**config.mk**
```make
export PLATFORM = sky130hd
export DESIGN_NAME = mips_multicycle_control
export DESIGN_NICKNAME = d
export VERILOG_FILES = /design/src/rtl/mips_multicycle_control.sv
export SDC_FILE = /design/constraint.sdc
export NUM_CORES = 1
export LEC_CHECK = 0
export CELL_PAD_IN_SITES_DETAIL_PLACEMENT = 0
export CELL_PAD_IN_SITES_GLOBAL_PLACEMENT = 1
export CORE_MARGIN = 4
export CORE_UTILIZATION = 23
export DETAILED_ROUTE_END_ITERATION = 12
export GPL_TIMING_DRIVEN = 0
export HOLD_SLACK_MARGIN = 0.1
export PLACE_DENSITY = 0.76
export SYNTH_ARGS = -nofsm -noshare
export SYNTH_HDL_FRONTEND = slang
export SYNTH_SLANG_ARGS = --single-unit
```
**constraint.sdc**
```tcl
create_clock -name clock -period 1.7 [get_ports clock]
set_input_delay 0.34 -clock clock [delete_from_list [all_inputs] [get_ports clock]]
set_output_delay 0.34 -clock clock [all_outputs]
set_load 0.005 [all_outputs]
```
**src/rtl/mips_multicycle_control.sv**
```systemverilog
// Multicycle MIPS control unit: Moore FSM sequencing fetch/decode/execute/memory/writeback,
// driving ALU control, operand selects and memory/register strobes. PCWrite in BRANCH is the
// only output that looks at the ALU Zero flag.
module mips_multicycle_control #(
  parameter bit         ENABLE_BNE  = 1'b1,
  parameter logic [3:0] RESET_STATE = 4'd0
) (
  input  logic       clock,
  input  logic       reset,
  input  logic [5:0] Op,
  input  logic [5:0] Funct,
  input  logic       Zero,
  output logic [3:0] ALUctl,
  output logic       ALUSrcA,
  output logic [1:0] ALUSrcB,
  output logic [1:0] PCSource,
  output logic       PCWrite,
  output logic       IorD,
  output logic       MemRead,
  output logic       MemWrite,
  output logic       IRWrite,
  output logic       RegDst,
  output logic       MemtoReg,
  output logic       RegWrite,
  output logic       Illegal,
  output logic [3:0] State
);

  typedef enum logic [3:0] {
    StFetch   = 4'd0,
    StDecode  = 4'd1,
    StMemAdr  = 4'd2,
    StMemRd   = 4'd3,
    StMemWb   = 4'd4,
    StMemWr   = 4'd5,
    StExecR   = 4'd6,
    StAluWb   = 4'd7,
    StBranch  = 4'd8,
    StJump    = 4'd9,
    StImmEx   = 4'd10,
    StImmWb   = 4'd11,
    StIllegal = 4'd12
  } state_e;

  localparam logic [5:0] OpRType = 6'h00;
  localparam logic [5:0] OpJ     = 6'h02;
  localparam logic [5:0] OpBeq   = 6'h04;
  localparam logic [5:0] OpBne   = 6'h05;
  localparam logic [5:0] OpAddi  = 6'h08;
  localparam logic [5:0] OpSlti  = 6'h0A;
  localparam logic [5:0] OpLw    = 6'h23;
  localparam logic [5:0] OpSw    = 6'h2B;

  localparam logic [3:0] AluAnd = 4'd0;
  localparam logic [3:0] AluOr  = 4'd1;
  localparam logic [3:0] AluAdd = 4'd2;
  localparam logic [3:0] AluSub = 4'd6;
  localparam logic [3:0] AluSlt = 4'd7;
  localparam logic [3:0] AluNor = 4'd12;

  state_e     state_q, state_d;
  logic [3:0] r_ctl;
  logic       r_legal;

  // State register, asynchronously forced to the reset state.
  always_ff @(posedge clock or posedge reset) begin
    if (reset) begin
      state_q <= state_e'(RESET_STATE);
    end else begin
      state_q <= state_d;
    end
  end

  // R-type function decode; unknown functs add by default and are flagged illegal.
  always_comb begin
    r_ctl   = AluAdd;
    r_legal = 1'b1;
    case (Funct)
      6'h20:   r_ctl = AluAdd;
      6'h22:   r_ctl = AluSub;
      6'h24:   r_ctl = AluAnd;
      6'h25:   r_ctl = AluOr;
      6'h2A:   r_ctl = AluSlt;
      6'h27:   r_ctl = AluNor;
      default: r_legal = 1'b0;
    endcase
  end

  // Next-state and output decode of the current state; reset overrides all outputs.
  always_comb begin
    state_d  = StFetch;
    ALUctl   = 4'd0;
    ALUSrcA  = 1'b0;
    ALUSrcB  = 2'd0;
    PCSource = 2'd0;
    PCWrite  = 1'b0;
    IorD     = 1'b0;
    MemRead  = 1'b0;
    MemWrite = 1'b0;
    IRWrite  = 1'b0;
    RegDst   = 1'b0;
    MemtoReg = 1'b0;
    RegWrite = 1'b0;
    Illegal  = 1'b0;

    case (state_q)
      StFetch: begin
        MemRead = 1'b1;
        IRWrite = 1'b1;
        ALUSrcB = 2'd1;
        ALUctl  = AluAdd;
        PCWrite = 1'b1;
        state_d = StDecode;
      end
      StDecode: begin
        // Speculatively compute the branch target while the opcode is decoded.
        ALUSrcB = 2'd3;
        ALUctl  = AluAdd;
        case (Op)
          OpLw, OpSw:     state_d = StMemAdr;
          OpRType:        state_d = StExecR;
          OpBeq:          state_d = StBranch;
          OpBne:          state_d = ENABLE_BNE ? StBranch : StIllegal;
          OpJ:            state_d = StJump;
          OpAddi, OpSlti: state_d = StImmEx;
          default:        state_d = StIllegal;
        endcase
      end
      StMemAdr: begin
        ALUSrcA = 1'b1;
        ALUSrcB = 2'd2;
        ALUctl  = AluAdd;
        state_d = (Op == OpLw) ? StMemRd : StMemWr;
      end
      StMemRd: begin
        MemRead = 1'b1;
        IorD    = 1'b1;
        state_d = StMemWb;
      end
      StMemWb: begin
        RegWrite = 1'b1;
        MemtoReg = 1'b1;
        state_d  = StFetch;
      end
      StMemWr: begin
        MemWrite = 1'b1;
        IorD     = 1'b1;
        state_d  = StFetch;
      end
      StExecR: begin
        ALUSrcA = 1'b1;
        ALUctl  = r_ctl;
        state_d = r_legal ? StAluWb : StIllegal;
      end
      StAluWb: begin
        RegWrite = 1'b1;
        RegDst   = 1'b1;
        state_d  = StFetch;
      end
      StBranch: begin
        ALUSrcA  = 1'b1;
        ALUctl   = AluSub;
        PCSource = 2'd1;
        PCWrite  = (Op == OpBne) ? ~Zero : Zero;
        state_d  = StFetch;
      end
      StJump: begin
        PCSource = 2'd2;
        PCWrite  = 1'b1;
        state_d  = StFetch;
      end
      StImmEx: begin
        ALUSrcA = 1'b1;
        ALUSrcB = 2'd2;
        ALUctl  = (Op == OpSlti) ? AluSlt : AluAdd;
        state_d = StImmWb;
      end
      StImmWb: begin
        RegWrite = 1'b1;
        state_d  = StFetch;
      end
      StIllegal: begin
        Illegal = 1'b1;
        state_d = StFetch;
      end
      default: state_d = StFetch;
    endcase

    if (reset) begin
      ALUctl   = AluAdd;
      ALUSrcA  = 1'b0;
      ALUSrcB  = 2'd0;
      PCSource = 2'd0;
      PCWrite  = 1'b0;
      IorD     = 1'b0;
      MemRead  = 1'b0;
      MemWrite = 1'b0;
      IRWrite  = 1'b0;
      RegDst   = 1'b0;
      MemtoReg = 1'b0;
      RegWrite = 1'b0;
      Illegal  = 1'b0;
    end
  end

  assign State = state_q;

endmodule

```
==> results of run 1 <==
logic make-up (layout without fill, tap and decap cells):
family	Yosys count	count (layout)
and+or+nand+nor	62	62
DFF	4	4
muxes	1	1
AOI/OAI and AO/OA	26	26
buffers and inverters	10	89
xor gates and xnor gates	3	3
cell usage in the layout, fill, tap and decap left out, drive strengths merged, types with 3 or more instances in the layout:
| cell | netlist | routed |
|---|---|---|
| buf | 1 | 70 |
| nand2 | 11 | 11 |
| o21ai | 6 | 6 |
| dfrtp | 4 | 4 |
| nor3b | 3 | 3 |
| nor3 | 10 | 10 |
| clkbuf | 6 | 8 |
| nand3 | 3 | 3 |
| dlymetal6s2s | 0 | 3 |
| nor2 | 10 | 10 |
| a211o | 3 | 3 |
| nor4 | 6 | 6 |
| nand2b | 6 | 6 |
| a21oi | 7 | 7 |
area by class of cell:
class,instances,area (um^2),share of cell area [%]
clock buffer,3,22.5,1.31
inverter,3,16.3,0.947
buffer,5,88.8,5.17
tap,31,38.8,2.26
multi-input combinational,92,797,46.4
sequential,4,103,5.97
timing repair buffer,78,652,37.9
worst min path at each step:
stage,slack (ps),cells past startpoint,start,to
3_5_place_dp,710,3,State[1]$_DFF_PP0_,State[3]$_DFF_PP0_
3_3_place_gp,690,3,State[1]$_DFF_PP0_,State[3]$_DFF_PP0_
4_1_cts,270,2,reset,State[3]$_DFF_PP0_
5_1_grt,280,2,reset,State[0]$_DFF_PP0_
2_1_floorplan,120,1,reset,State[0]$_DFF_PP0_
6_report,280,2,reset,State[0]$_DFF_PP0_
where the power goes:
group	internal [uW]	total (uW)	switching, uW
Sequential	103	112	8.82
Combinational	239	431	192
Clock	79.0	119	40.2
Total	421	662	241
metrics by stage:
step	util, %	std cells	setup WS (ps)
after global routing	60.7	216	-333
after global placement	38.9	173	-1080
after detailed placement	38.9	173	-1100
after CTS	51.8	202	-282
final	60.7	216	-237
after floorplan	-	106	15.7
what timing repair did:
item,CTS,global route
gates resized for setup,171,49
pin swaps,18,21
setup endpoints to repair,18,20
buffers inserted,27,16
per-layer routing:
layer	track usage [%]	up-vias	routed length, um
li1	-	562	-
met1	16.8	562	1490
met2	31.0	37	1910
met3	4.97	8	190
met4	7.01	0	80
met5	0	-	0
worst reg2reg max path: stages (launching register included):
cell and delay [ps]:
dfrtp_2 430, buf_6 140, clkbuf_16 150, buf_12 130, buf_4 130, nor2_1 200, o211a_1 180
==> out/results.txt, run 1 <==
Status = finished, violations left
Failing checks = negative setup slack
Clock tree buffer depth = 2
DRC Markers = 0
Largest area contributor in the netlist = dfrtp_1
Cell count after synthesis = 106
Share of cells above drive strength 1 = 64.9%
Core Region = 2830 um^2
Crit path max fanout = 3
CTS tree = done
Area growth, synth to finish = 145%
Post-synth cell types = 38
Adder-cell share of the synthesized area = 0%
Final period util = 114%
Vias per cell = 5.41
Post-Synth XOR/XNOR Area = 3.74%
Hold Fails Final Rpt = 0
Worst Setup EP = PCWrite
Port Buffer Count = 36
Initial antenna violation count = 0
Final wirelength = 3670 um
CTS Sinks = 4
F_max = 516 MHz
CP top delay family = simple AND/OR/NAND/NOR gates
Leading register cell type out of synthesis = dfrtp_1
Min Hold Slack = 284 ps
Fin Setup TNS = -1750 ps
Startpoint Class = input port
P_leak = 0.000827 uW
Vias after detailed routing = 1169
Clock Latency Late Sink = 240 ps
CP Depth = 6
FILL cells = 223
Tmin final = 1940 ps
Crit. End Element = primary output
Slew @ Worst Pin = 276 ps
Critical Path Start = Op[3]
Max reg flops = 4
Number of synthesized flops with an enable pin = 0
Routability cong. = 0.762
Worst VDD drop = 199 uV
Die W = 63.2 um
Avg Inst Size Synth = 6.62 um^2
Starting Density = 24.8%
Hold WC Path Type = input port to async pin
Largest family of logic cells by synthesized area = simple AND/OR/NAND/NOR gates
Rows = 19
Fin worst setup slack = -237 ps
Clock skew = 0.970 ps
Antenna viol nets, final = 0
Largest net degree at the start of global routing = 11
Mapped Nets = 121
R2r endpoint = State[0]$_DFF_PP0_
Initial DRC count = 46
NumNets Final = 202
Required @ worst endpoint = 1360 ps
Asr flop ratio synth = 100%
Rel. slew slack = 81.5%
Synth top area share = 14.3%
FF-to-FF Start = State[2]$_DFF_PP0_
Antenna cells = 0
Critical-path top delay cell = or4b_4
Max_cap viols = 0
Total track usage = 16.5%
Crit path largest cell delay = 530 ps
First-pass GRT wire length = 5390 um
Synth top cells by count = nand2_1, nor2_1, nor3_1
Final Max Slew Viols = 0
Cell-by-cell trace of the critical path = buf_8 -> or4b_4 -> nor3b_2 -> xor2_1 -> o211a_1 -> buf_2
WP buf/inv = 2
Die Y = 63.2 um
DP Area = 1100 um^2
Post-layout instance area = 1720 um^2
Flop2flop setup slack = 280 ps
Multiplexer share of the synthesized area = 1.43%
DP Wirelength = 2050 um
Final setup fails = 13
Clock transition at path regs = 40 ps
DRT Pass-1 Iters = 4
GRT overflow = 0
Top cells by area, synth = dfrtp_1, nor3_1, nand2_1
Ys Warns = 0
Pwr Density = 385 nW/um^2
Cts hold-fix bufs = 0
# H-tree levels = 1
Post-Synth Simple-Gate Area = 49.7%
DR WL/cell = 17.0 um
Post-synthesis register bit count = 4
Vias in the first global route = 1190
Seq/Total Area, Yosys = 14.3%
Compound-Gate Fraction of Synth Area = 25.5%
Top-count cell post-synth = nand2_1
Worst Path Arrival = 1600 ps
Root Driver = clkbuf_4
CTS buffer count = 3
RSZ-0062 raised after global routing = yes
IO Count = 37
Die area = 4000 um^2
Mapped cell area = 702 um^2
R2R cell count = 6
Total power = 662 uW
Worst setup path class = input port to primary output
No activity file was read; power rests on OpenSTA's default activity.
==> run 2, diff against run 1 <==
--- a/config.mk
+++ b/config.mk
@@ -10,9 +10,9 @@
 export CORE_MARGIN = 4
 export CORE_UTILIZATION = 23
 export DETAILED_ROUTE_END_ITERATION = 12
-export GPL_TIMING_DRIVEN = 0
 export HOLD_SLACK_MARGIN = 0.1
 export PLACE_DENSITY = 0.76
+export RECOVER_POWER = 25
 export SYNTH_ARGS = -nofsm -noshare
 export SYNTH_HDL_FRONTEND = slang
 export SYNTH_SLANG_ARGS = --single-unit
==> out/results.txt, run 2 (synthesized netlist as in run 1, its figures left out) <==
Met1 GRT Util = 19.9%
Antenna viol nets, final = 0
Fin worst setup slack = -273 ps
Rows = 19
Final period util = 116%
Die Y = 63.2 um
Vias in the first global route = 1265
Area growth, synth to finish = 160%
Final wirelength = 3860 um
Vias per cell = 5.52
NumNets Final = 212
Starting Density = 24.8%
Worst setup path class = input port to primary output
Final Max Slew Viols = 0
Port Buffer Count = 36
Rel. slew slack = 80.4%
Routability cong. = 0.787
Clock tree buffer depth = 2
Met3 global-route usage = 3.20%
Clock Latency Late Sink = 230 ps
Crit. End Element = primary output
Critical-path top delay cell = or4b_4
Pwr Density = 358 nW/um^2
Startpoint Class = input port
Vias after detailed routing = 1248
Status = finished, violations left
RSZ-0062 raised after global routing = yes
GRT overflow = 0
# H-tree levels = 1
Die area = 4000 um^2
Leading cell type in the layout, fill and taps excluded = buf_4
Hold Fails Final Rpt = 0
Met2 Track Usage GR = 37.4%
Crit path max fanout = 2
Clock skew = 2.04 ps
Fin Setup TNS = -1620 ps
IO Count = 37
Share of cells above drive strength 1 = 65.6%
Die W = 63.2 um
F_max = 507 MHz
Max reg flops = 4
Tmin final = 1970 ps
Slew @ Worst Pin = 294 ps
Min Hold Slack = 504 ps
Antenna cells = 0
Cell-by-cell trace of the critical path = buf_6 -> or4b_4 -> nor3b_4 -> xor2_1 -> o211a_1 -> buf_2
Largest net degree at the start of global routing = 9
Core Region = 2830 um^2
Hold WC Path Type = input port to async pin
Worst Path Arrival = 1630 ps
DR WL/cell = 17.1 um
P_leak = 0.000854 uW
Most frequent cells in the layout = buf_4, buf_2, buf_6
Max_cap viols = 0
Worst VDD drop = 256 uV
DRT Pass-1 Iters = 4
Total track usage = 18.6%
First-pass GRT wire length = 6000 um
Failing checks = negative setup slack
Clock transition at path regs = 40 ps
Grt peak-use layer = met2
Flop2flop setup slack = 110 ps
CTS tree = done
Final setup fails = 14
Initial antenna violation count = 0
DRC Markers = 0
Crit path largest cell delay = 560 ps
DP Wirelength = 2290 um
CTS Sinks = 4
CTS buffer count = 3
Root Driver = clkbuf_4
Initial DRC count = 64
Required @ worst endpoint = 1360 ps
-- run 2: critical path, delay by kind of cell --
family | cells | cell delay [ps]
buffers and inverters | 2 | 200
AO/OA/AOI/OAI | 1 | 160
XOR/XNOR | 1 | 170
AND/OR/NAND/NOR | 2 | 760
-- run 2: repair_timing --
action                                  4_1_cts  5_1_grt
gates cloned                                  1        0
pin swaps                                    21       17
endpoints found under the setup margin       19       19
hold buffers                                  0        0
resized for setup                           169       23
buffers inserted                             17        7
-- run 2: path summary, 6_finish.rpt --
check,start,endpoint,cells after the start
worst max-delay path,Op[1],PCWrite,6
worst min-delay path,reset,State[2]$_DFF_PP0_,3
worst max register to register,State[1]$_DFF_PP0_,State[1]$_DFF_PP0_,8
worst min register to register,State[3]$_DFF_PP0_,State[2]$_DFF_PP0_,3
max in group asynchronous,reset,State[1]$_DFF_PP0_,3
min in group clock,Op[3],State[0]$_DFF_PP0_,4
-- run 2: report_power, final --
part           leakage, uW  switching [uW]  internal [uW]
clock network    0.0000138            34.9           78.7
logic             0.000793             202            227
registers        0.0000473            6.04            103
-- run 2: stage by stage --
step | power [uW] | utilization (%) | worst slack, ps | instances | area, um^2
6_report | 651 | 64.4 | -273 | 226 | 1820
5_1_grt | 696 | 64.4 | -313 | 226 | 1820
4_1_cts | 596 | 59.8 | -292 | 220 | 1690
3_5_place_dp | 399 | 46.7 | -1010 | 199 | 1320
3_3_place_gp | 395 | 46.7 | -988 | 199 | 1320
2_1_floorplan | 222 | - | 15.7 | 106 | 702
-- run 2: layer usage --
metal	up-vias	wire, um
li1	577	-
met1	610	1460
met2	55	2080
met3	6	251
met4	0	65
met5	-	0
-- run 2: area by class of cell --
| cell class | instances | area (um^2) |
|---|---|---|
| Fill cell | 225 | 1010 |
| Multi-Input combinational cell | 92 | 858 |
| Inverter | 3 | 13.8 |
| Timing Repair Buffer | 93 | 785 |
| Tap cell | 31 | 38.8 |
| Clock buffer | 3 | 22.5 |
| Sequential cell | 4 | 104 |
==> run 3, diff against run 2 <==
--- a/config.mk
+++ b/config.mk
@@ -12,7 +12,6 @@
 export DETAILED_ROUTE_END_ITERATION = 12
 export HOLD_SLACK_MARGIN = 0.1
 export PLACE_DENSITY = 0.76
-export RECOVER_POWER = 25
 export SYNTH_ARGS = -nofsm -noshare
 export SYNTH_HDL_FRONTEND = slang
 export SYNTH_SLANG_ARGS = --single-unit
==> out/results.txt, run 3 (synthesized netlist as in run 1, its figures left out) <==
Fin Setup TNS = -1590 ps
Crit. End Element = primary output
Clock power share = 17.4%
Clock Latency Late Sink = 230 ps
Uppermost layer routed = met4
Flop2flop setup slack = 110 ps
# H-tree levels = 1
Antenna viol nets, final = 0
Total track usage = 18.6%
Initial DRC count = 85
Clock skew = 2.04 ps
Cts hold-fix bufs = 0
Metal3 WL = 218 um
Logic pwr share = 65.9%
Vias in the first global route = 1265
R2r endpoint = State[1]$_DFF_PP0_
Pwr Density = 358 nW/um^2
Hold WC Path Type = input port to async pin
Port Buffer Count = 36
CTS tree = done
First-pass GRT wire length = 6000 um
Clock tree buffer depth = 2
Die Y = 63.2 um
Vias per cell = 5.50
CTS buffer count = 3
DR WL/cell = 17.2 um
Rows = 19
P_leak = 0.000858 uW
Metal2 WL = 2090 um
Metal-1 WL = 1500 um
FF-to-FF Start = State[1]$_DFF_PP0_
CTS Sinks = 4
Startpoint Class = input port
Leading cell type in the layout, fill and taps excluded = buf_4
Required @ worst endpoint = 1360 ps
Most frequent cells in the layout = buf_4, buf_2, buf_6
Worst VDD drop = 256 uV
DRC Markers = 0
Hold Fails Final Rpt = 0
Max_cap viols = 0
DRT Pass-1 Iters = 4
Status = finished, violations left
GRT overflow = 0
IO Count = 37
RSZ-0062 raised after global routing = yes
Worst setup path class = input port to primary output
Share of cells above drive strength 1 = 66.2%
Max reg flops = 4
Die W = 63.2 um
Final setup fails = 14
Final period util = 116%
Clock transition at path regs = 40 ps
F_max = 508 MHz
Core Region = 2830 um^2
Reg power frac = 16.7%
Rel. slew slack = 80.5%
NumNets Final = 212
Failing checks = negative setup slack
Routability cong. = 0.787
Largest net degree at the start of global routing = 9
Vias after detailed routing = 1242
Area growth, synth to finish = 160%
Pint = 409 uW
Psw = 244 uW
Final design utilization = 64.5%
DP Wirelength = 2290 um
Sw Ratio = 37.3%
Crit path max fanout = 2
Slew @ Worst Pin = 292 ps
R2R cell count = 8
Worst Path Arrival = 1630 ps
Tmin final = 1970 ps
Antenna cells = 0
Final Max Slew Viols = 0
Min Hold Slack = 486 ps
Starting Density = 24.8%
Die area = 4000 um^2
Fin worst setup slack = -267 ps
FILL cells = 223
Root Driver = clkbuf_4
Final wirelength = 3880 um
Initial antenna violation count = 0
==> run 3: power by group through the flow <==
| stage | registers [uW] | logic [uW] | clock network (uW) |
|---|---|---|---|
| floorplan | 111 | 112 | 0 |
| global placement | 108 | 287 | 0 |
| detailed placement | 108 | 291 | 0 |
| CTS | 108 | 369 | 119 |
| global route | 110 | 457 | 130 |
| finish | 109 | 430 | 114 |
==> run 3: metal layers <==
| metal | global-route usage [%] | up-vias |
|---|---|---|
| met2 | 37.4 | 47 |
| li1 | - | 578 |
| met4 | 4.04 | 0 |
| met5 | 0 | - |
| met1 | 19.9 | 611 |
| met3 | 3.20 | 6 |
==> run 3: worst max-delay path by stage <==
stage | start | end | slack, ps | cells after the start
finish | Op[1] | PCWrite | -270 | 6
global route | Op[1] | PCWrite | -310 | 6
CTS | Op[3] | PCWrite | -290 | 6
detailed placement | Op[1] | PCWrite | -1010 | 6
global placement | Op[1] | PCWrite | -990 | 6
floorplan | Op[1] | PCWrite | 20 | 4
==> run 3: critical path, cell delays in order <==
cell and delay [ps]:
buf_6 90, or4b_4 560, nor3b_4 200, xor2_1 160, o211a_1 160, buf_2 110
==> run 3: area by class of cell <==
class	count	area [um^2]	share of cell area [%]
Clock buffer	3	22.5	1.23
Timing Repair Buffer	93	788	43.2
Multi-Input combinational cell	92	858	47.0
Sequential cell	4	104	5.69
Tap cell	31	38.8	2.12
Inverter	3	13.8	0.754
==> run 3: timing repair <==
item                       4_1_cts  5_1_grt
setup buffers                   17        7
gates cloned                     1        0
pin swaps                       21       17
resized for setup              169       23
setup endpoints to repair       19       19
==> run 3: metrics by stage <==
| stage | setup WS [ps] | power (uW) | area (um^2) | std cells |
|---|---|---|---|---|
| finish | -267 | 653 | 1830 | 226 |
| detailed placement | -1010 | 399 | 1320 | 199 |
| CTS | -292 | 596 | 1690 | 220 |
| global placement | -988 | 395 | 1320 | 199 |
| global route | -313 | 697 | 1830 | 226 |
| floorplan | 15.7 | 222 | 702 | 106 |
==> patch: new RTL, flow settings as in run 2 <==
Make the reset (`reset`) synchronous in one clocked block. Comments in the files are not updated.
--- a/src/rtl/mips_multicycle_control.sv
+++ b/src/rtl/mips_multicycle_control.sv
@@ -64,5 +64,5 @@
 
   // State register, asynchronously forced to the reset state.
-  always_ff @(posedge clock or posedge reset) begin
+  always_ff @(posedge clock) begin
     if (reset) begin
       state_q <= state_e'(RESET_STATE);
Formal check against the unedited RTL: differs if reset is asserted again (counterexample within 4 cycles, from zero or initial values and one cycle with reset high); with reset held inactive, the same outputs for 10 cycles.
==> patch against run 2 <==
The run still ends with negative setup slack left; area after synthesis up 5.3%; register-to-register slack gained 0.12 ns; sequential cell count did not move; worst hold slack gained 0.031 ns; final area fell by 5.4%; global-route usage is 3.1 points lower; setup slack better by 0.20 ns; routed wire length shrank 6.4%; count of clock-buffer cells in the layout unchanged.
Power is not compared: it rests on default switching activity, and its combinational part moved more than twofold at a synthesized area within 25%.
==> patch: results <==
synthesis:
  yosys-top-cells-area: "dfxtp_1 (11%), nand2b_1 (6.8%), a21oi_1 (6.1%)"
  synth_cell_types: 41
  synthArstFlopShare: 0
  synth_common_cells: "nor2_1 (12), a21oi_1 (9), nand2b_1 (8), nor3_1 (8)"
  synth-seq-area-share: 0.108
finish:
  clock_cell_area_share: 0.0131
  signal_buffer_area_fraction: 0.434
  layout-drive-gt1-share: 0.608
  num-multi-input-gates: 94
  register_area_um2: 92.6
  fin_nets: 211
  fillers: 295
  signal_buffers: 89
  n_all_inverters: 4
  stdcell_count: 238
  multi_input_area_share: 0.458
timing:
  setup_viol: 6
  hold_slack_ns: 0.534
  final.setup_skew_ns: 0.000509
  worst_slack_ns: -0.0683
  max_slew_margin: 0.718
  fin_tns_setup_ns: -0.203
worst_setup_path:
  startpoint: "Op[5]"
  regToRegSetupSlack_ns: 0.23
  setup.worst_path.end: "ALUctl[2]"
  reg2reg_to: "State[2]"
  crit_path_max_fanout: 3
  max_stage_delay_ns: 0.44
placed_design:
  hpwlAfterDp_um: 2330
  dpl_cell_area_um2: 1380
  finalWeightedCongestion: 0.824
  dp_slack_ns: -0.898
  placed_cells: 218
grt:
  grt_use_met3: 0.0277
  grt_util_all_layers: 0.155
  gr-usage-met1: 0.171
  grt_max_degree: 16
  grt_pass1_wl_um: 5380
drt:
  wl_met3_um: 190
  wl_met1_um: 1420
  wl_met2_um: 1970
  drtIter0Drc: 82
  routed_wirelength_um: 3610
  vias_per_cell: 5.08
run_status:
  violations: "negative setup slack"
  status: "complete, but fails checks"
min_path:
  holdPathStages: 3
  hold_path_class: "input pin to flop"
floorplanning:
  taps: 44
clocking:
  post_cts_buffers: 9
  cts_resized: 121
  clk_latency_ns: 0.23
patch: cell count changes after synthesis, sizes merged, moves of 3 or more:
cell,run 2,this run
dfrtp,4,0
nand4,1,4
a31oi,0,4
dfxtp,0,4
buf,1,6
nand2,11,5
nor3b,3,0
o21ai,6,3
a21oi,7,10
clkbuf,6,3
patch: critical path, delay by kind of cell:
family	cells	cell delay, ns
AOI/OAI and AO/OA	2	0.58
and+or+nand+nor	2	0.27
buffers and inverters	2	0.23
patch: power by group:
part	switching [W]	total [W]	internal [W]	leakage, nW
clock network	0.0000364	0.000115	0.0000788	0.0138
logic	0.000515	0.00114	0.000621	0.673
registers	0.0000695	0.000203	0.000134	0.0353
patch: cell families (layout without fill, tap and decap cells):
family,count (synthesis),after routing,synth area share
mux,1,1,0.0152
compound gates,30,30,0.289
buf+inv,13,96,0.0931
simple gates,61,61,0.470
xor+xnor,2,2,0.0237
flops,4,4,0.108
